===== src/rtl/xor_share_arbiter.sv =====
// Round-robin arbiter that shares one XOR datapath among NREQ requesters.
// Results go out through a one-entry output register tagged with the requester id.
module xor_share_arbiter #(
    parameter int               NREQ      = 2,
    parameter int               WIDTH     = 8,
    parameter logic [NREQ-1:0]  DOIT_MASK = '1,
    localparam int              ID_W      = (NREQ > 1) ? $clog2(NREQ) : 1
) (
    input  logic                    clk,
    input  logic                    rst_n,
    input  logic [NREQ-1:0]         req_valid,
    output logic [NREQ-1:0]         req_ready,
    input  logic [NREQ*WIDTH-1:0]   req_a,
    input  logic [NREQ*WIDTH-1:0]   req_b,
    output logic                    rsp_valid,
    input  logic                    rsp_ready,
    output logic [WIDTH-1:0]        rsp_data,
    output logic [ID_W-1:0]         rsp_id,
    output logic [15:0]             busy_cnt
);

    typedef enum logic {
        ST_EMPTY = 1'b0,
        ST_FULL  = 1'b1
    } state_t;

    localparam logic [ID_W:0] NREQ_W = (ID_W + 1)'(NREQ);

    state_t              r_state;
    state_t              w_state_next;
    logic [ID_W-1:0]     r_last;
    logic [ID_W-1:0]     r_id;
    logic [WIDTH-1:0]    r_data;
    logic [15:0]         r_busy;

    logic                w_slot_free;
    logic                w_found;
    logic                w_accept;
    logic                w_doit;
    logic [2*NREQ-1:0]   w_req_dbl;
    logic [NREQ-1:0]     w_rot;
    logic [ID_W:0]       w_shift;
    logic [ID_W:0]       w_off;
    logic [ID_W:0]       w_sum;
    logic [ID_W-1:0]     w_grant_id;
    logic [WIDTH-1:0]    w_a;
    logic [WIDTH-1:0]    w_b;
    logic [WIDTH-1:0]    w_result;

    assign w_slot_free = (r_state == ST_EMPTY) || rsp_ready;

    // Rotate the request vector so bit 0 is the requester just after the last winner.
    assign w_req_dbl = {req_valid, req_valid};
    assign w_shift   = {1'b0, r_last} + (ID_W + 1)'(1);
    assign w_rot     = NREQ'(w_req_dbl >> w_shift);

    // NOTE: every always_comb output gets a default first so no latch is inferred.
    always_comb begin
        w_found = 1'b0;
        w_off   = '0;
        for (int k = NREQ - 1; k >= 0; k--) begin
            if (w_rot[k]) begin
                w_found = 1'b1;
                w_off   = (ID_W + 1)'(k);
            end
        end
    end

    assign w_sum      = w_shift + w_off;
    assign w_grant_id = (w_sum >= NREQ_W) ? ID_W'(w_sum - NREQ_W) : ID_W'(w_sum);
    assign w_accept   = w_found && w_slot_free;
    assign req_ready  = w_accept ? (NREQ'(1) << w_grant_id) : '0;

    always_comb begin
        w_a    = '0;
        w_b    = '0;
        w_doit = 1'b0;
        for (int k = 0; k < NREQ; k++) begin
            if (w_grant_id == ID_W'(k)) begin
                w_a    = req_a[k*WIDTH +: WIDTH];
                w_b    = req_b[k*WIDTH +: WIDTH];
                w_doit = DOIT_MASK[k];
            end
        end
    end

    assign w_result = w_doit ? (w_a ^ w_b) : '0;

    always_comb begin
        w_state_next = r_state;
        case (r_state)
            ST_EMPTY: if (w_accept) w_state_next = ST_FULL;
            ST_FULL: begin
                if (w_accept)       w_state_next = ST_FULL;
                else if (rsp_ready) w_state_next = ST_EMPTY;
            end
            default: w_state_next = ST_EMPTY;
        endcase
    end

    // NOTE: sequential state uses non-blocking assignments so all registers update together.
    always_ff @(posedge clk or negedge rst_n) begin
        if (!rst_n) begin
            r_state <= ST_EMPTY;
            r_last  <= ID_W'(NREQ - 1);
            r_id    <= '0;
            r_data  <= '0;
            r_busy  <= '0;
        end else begin
            r_state <= w_state_next;
            if (w_accept) begin
                r_last <= w_grant_id;
                r_id   <= w_grant_id;
                r_data <= w_result;
            end
            if ((r_state == ST_FULL) && !rsp_ready && (r_busy != 16'hFFFF))
                r_busy <= r_busy + 16'd1;
        end
    end

    assign rsp_valid = (r_state == ST_FULL);
    assign rsp_data  = r_data;
    assign rsp_id    = r_id;
    assign busy_cnt  = r_busy;

endmodule

===== config.mk =====
export PLATFORM = sky130hd
export DESIGN_NAME = xor_share_arbiter
export DESIGN_NICKNAME = d
export VERILOG_FILES = /design/src/rtl/xor_share_arbiter.sv
export SDC_FILE = /design/constraint.sdc
export NUM_CORES = 1
export LEC_CHECK = 0
export CAP_MARGIN = 15
export CORE_UTILIZATION = 45
export DETAILED_ROUTE_END_ITERATION = 7
export PLACE_DENSITY = 0.83
export SYNTH_ARGS = -nofsm -noshare
export SYNTH_HDL_FRONTEND = slang
export SYNTH_SLANG_ARGS = --single-unit

===== constraint.sdc =====
create_clock -name clk -period 3.1 [get_ports clk]
set_clock_uncertainty 0.1 [all_clocks]
set_input_delay 0.465 -clock clk [delete_from_list [all_inputs] [get_ports clk]]
set_output_delay 0.465 -clock clk [all_outputs]
set_load 0.01 [all_outputs]

==> results.md, run 1 <==
* Status: completed
* CTS tree: built
* First-pass GRT wire length at 5.62 mm
* Crit path top cell by count: clkdlybuf4s50_1
* CP Launch Type: input pin
* Clock transition at path regs at 0.14 ns
* Pin count of the biggest net entering global routing at 28
* Switching part of the total at 31.9%
* Rows at 20
* Max VDD drop at 0.000321 V
* RSZ-0062 raised after global routing: false
* Synth Flop Type: dfrtp_1
* Number of synthesized flops with an enable pin at 0
* Asr flop ratio synth at 100%
* Yosys cell types at 35
* CP arrival at 2.27 ns
* H-tree Lvls at 1
* Global route overflow at 0
* Family with the most delay on the worst path: buffers and inverters
* CTS Buf Count at 3
* Worst-Skew Late Latency at 0.31 ns
* Fillers at 246
* Normalized max-slew margin at 64.4%
* Final antenna-violating net count at 0
* Post-cts resize count at 0
* Most instantiated cells after synthesis: dfrtp_1, xor2_1, nand2_1
* Setup bufs post-CTS at 0
* CTS max path bufs at 2
* IO Pins at 65
* Clk root buf: clkbuf_4
* Top-count cell post-synth: dfrtp_1
* Sequential area share after synthesis at 45.7%
* Clock power frac at 14.5%
* Slowest stage cell on the critical path: clkdlybuf4s50_1
* Vias in the first global route at 1291
* Clock Sinks at 27
* Vias per inst at 5.19
* Period Utilization, post-route at 91.6%
* N_diodes at 0
* Core area at 0.00308 mm^2
* Critical path required time at 2.53 ns
* Starting DRC count in detailed routing at 23
* WHS at 0.402 ns
* Register bit total from synthesis at 27
* Int Power at 0.700 mW
* Syn-to-layout area delta at 49.1%
* Max-cap violations at 0
* Syn Std Cell Area at 0.00148 mm^2
* Syn avg cell area at 10.7 um^2
* PortBufs at 64
* Total Power at 1.03 mW
* Drt pass-1 iters at 4
* GRT Util Overall at 21.5%
* Syn_nets at 176
* Max Fclk at 352 MHz
* Wire length per cell at 13.7 um
* Starting Density at 48.1%
* Die Height at 59.4 um
* # hold bufs at CTS at 0
* Via count at 1293
* Die ar. at 0.00352 mm^2
* Hold Vio Cnt, Final at 0
* RD Place Congestion at 0.787
* Crit end category: primary output
* Lkg Pwr at 0.943 nW
* Initial antenna violation count at 0
* Setup tns final at 0 ns
* Dominant cell type by area after synthesis: dfrtp_1
* CP max FO at 8
* Min Tclk post-route at 2.84 ns
* Comb pwr share at 37.5%
* Slew @ Worst Pin at 0.529 ns
* Drt drc at 0
* Critical path type: in2out
* Top cell type's share of synthesized area at 44.0%
* Buffers and inverters on the worst path at 2
* Cells after Synth at 138
* Hold WC Path Type: in2async
* Switch Pwr at 0.328 mW
* Peak per-stage delay on the critical path at 0.58 ns
* Ys Warns at 0
* WL final at 3.42 mm
* Sequential power share at 48.0%
* Cell Chain, Critical Path: clkdlybuf4s50_1 > nand2b_1 > o21ai_1 > nor2b_1 > clkdlybuf4s50_1
* Share of cells above drive strength 1 at 6.83%
* Final setup fails at 0
* Layout Nets at 244
* Die X at 59.4 um
* PD cells at 466 mW/mm^2
* Max-slew violation count at 0
* Synth area leaders: dfrtp_1, xor2_1, mux2i_1
* Post-DP HPWL at 2.69 mm
## worst paths after layout
check / start / end / slack, ns / cells after the start
worst max-delay path: rsp_ready / req_ready[1] / 0.26 / 5
worst min-delay path: rst_n / busy_cnt[6]$_DFFE_PN0P_ / 0.40 / 2
worst max register to register: busy_cnt[0]$_DFFE_PN0P_ / busy_cnt[2]$_DFFE_PN0P_ / 1.16 / 5
worst min register to register: rsp_data[5]$_DFFE_PN0P_ / rsp_data[5]$_DFFE_PN0P_ / 0.40 / 2
max in group asynchronous: rst_n / r_last$_DFFE_PN1P_ / 2.19 / 2
min in group clk: rsp_data[5]$_DFFE_PN0P_ / rsp_data[5]$_DFFE_PN0P_ / 0.40 / 2
## state kept, by name, summed over array words and instances (netlist names)
signal     count
rsp_data       8
rsp_id         1
rsp_valid      1
busy_cnt      16
r_last         1
## logic make-up (layout without fill, tap and decap cells)
| logic type | after synthesis | after routing | share of synthesized area (%) |
|---|---|---|---|
| buffers and inverters | 6 | 73 | 1.69 |
| DFF | 27 | 27 | 45.7 |
| and+or+nand+nor | 43 | 43 | 18.9 |
| AOI/OAI and AO/OA | 21 | 21 | 8.20 |
| adders and majority gates | 2 | 2 | 1.52 |
| muxes | 9 | 9 | 6.17 |
| xor gates and xnor gates | 30 | 30 | 17.8 |
## through the flow
stage / cell area (um^2) / util (%) / setup slack, ns / std cells
2_1_floorplan: 1480 / - / 1.24 / 138
3_3_place_gp: 2180 / 70.9 / 0.331 / 245
3_5_place_dp: 2180 / 70.9 / 0.300 / 245
4_1_cts: 2210 / 71.7 / 0.279 / 249
5_1_grt: 2210 / 71.7 / 0.190 / 249
6_report: 2210 / 71.7 / 0.262 / 249
## layout make-up
cell class	count	area [um^2]	area share, %
multi-input combinational	105	778	35.3
sequential	27	677	30.7
timing repair buffer	67	663	30.0
tap	44	55.1	2.49
clock buffer	4	26.3	1.19
inverter	2	7.51	0.340
## placed cells by master, fill, tap and decap left out, types with 2 or more instances in the layout
cell / count
nand3_1: 6
nand2_1: 11
xnor2_1: 6
nor2_1: 4
inv_1: 2
mux2i_1: 8
nand4_1: 5
nor4_1: 3
xor2_1: 24
o21ai_0: 9
clkbuf_4: 3
clkdlybuf4s50_1: 64
buf_4: 3
dfrtp_1: 26
or3_1: 2
nor2b_1: 2
a21oi_1: 6
## layer usage
layer  vias up  GRT usage [%]  wire, um  share of wire (%)
li1        622              -         -                  -
met1       606           24.5      1350                 40
met2        63           38.2      1770                 52
met3         2           5.24       271                7.9
met4         0           8.84        23               0.67
met5         -              0         0                  0
## power groups by stage
stage / sequential, mW / clock (mW) / combinational (mW)
CTS: 0.495 / 0.154 / 0.387
global placement: 0.496 / 0 / 0.375
finish: 0.494 / 0.149 / 0.385
floorplan: 0.519 / 0 / 0.131
detailed placement: 0.500 / 0 / 0.386
global route: 0.508 / 0.163 / 0.416
(Power assumes the default switching activity.)
==> inputs of run 2 (changes only) <==
- ABC_CLOCK_PERIOD_IN_PS: unset -> 3100
==> results of run 2 <==
No change in the layout: final DEF, timing and power equal those of run 1.
==> inputs of run 3 (changes only) <==
- SLEW_MARGIN: unset -> 0
==> results of run 3 <==
No change in the layout: final DEF, timing and power equal those of run 1.
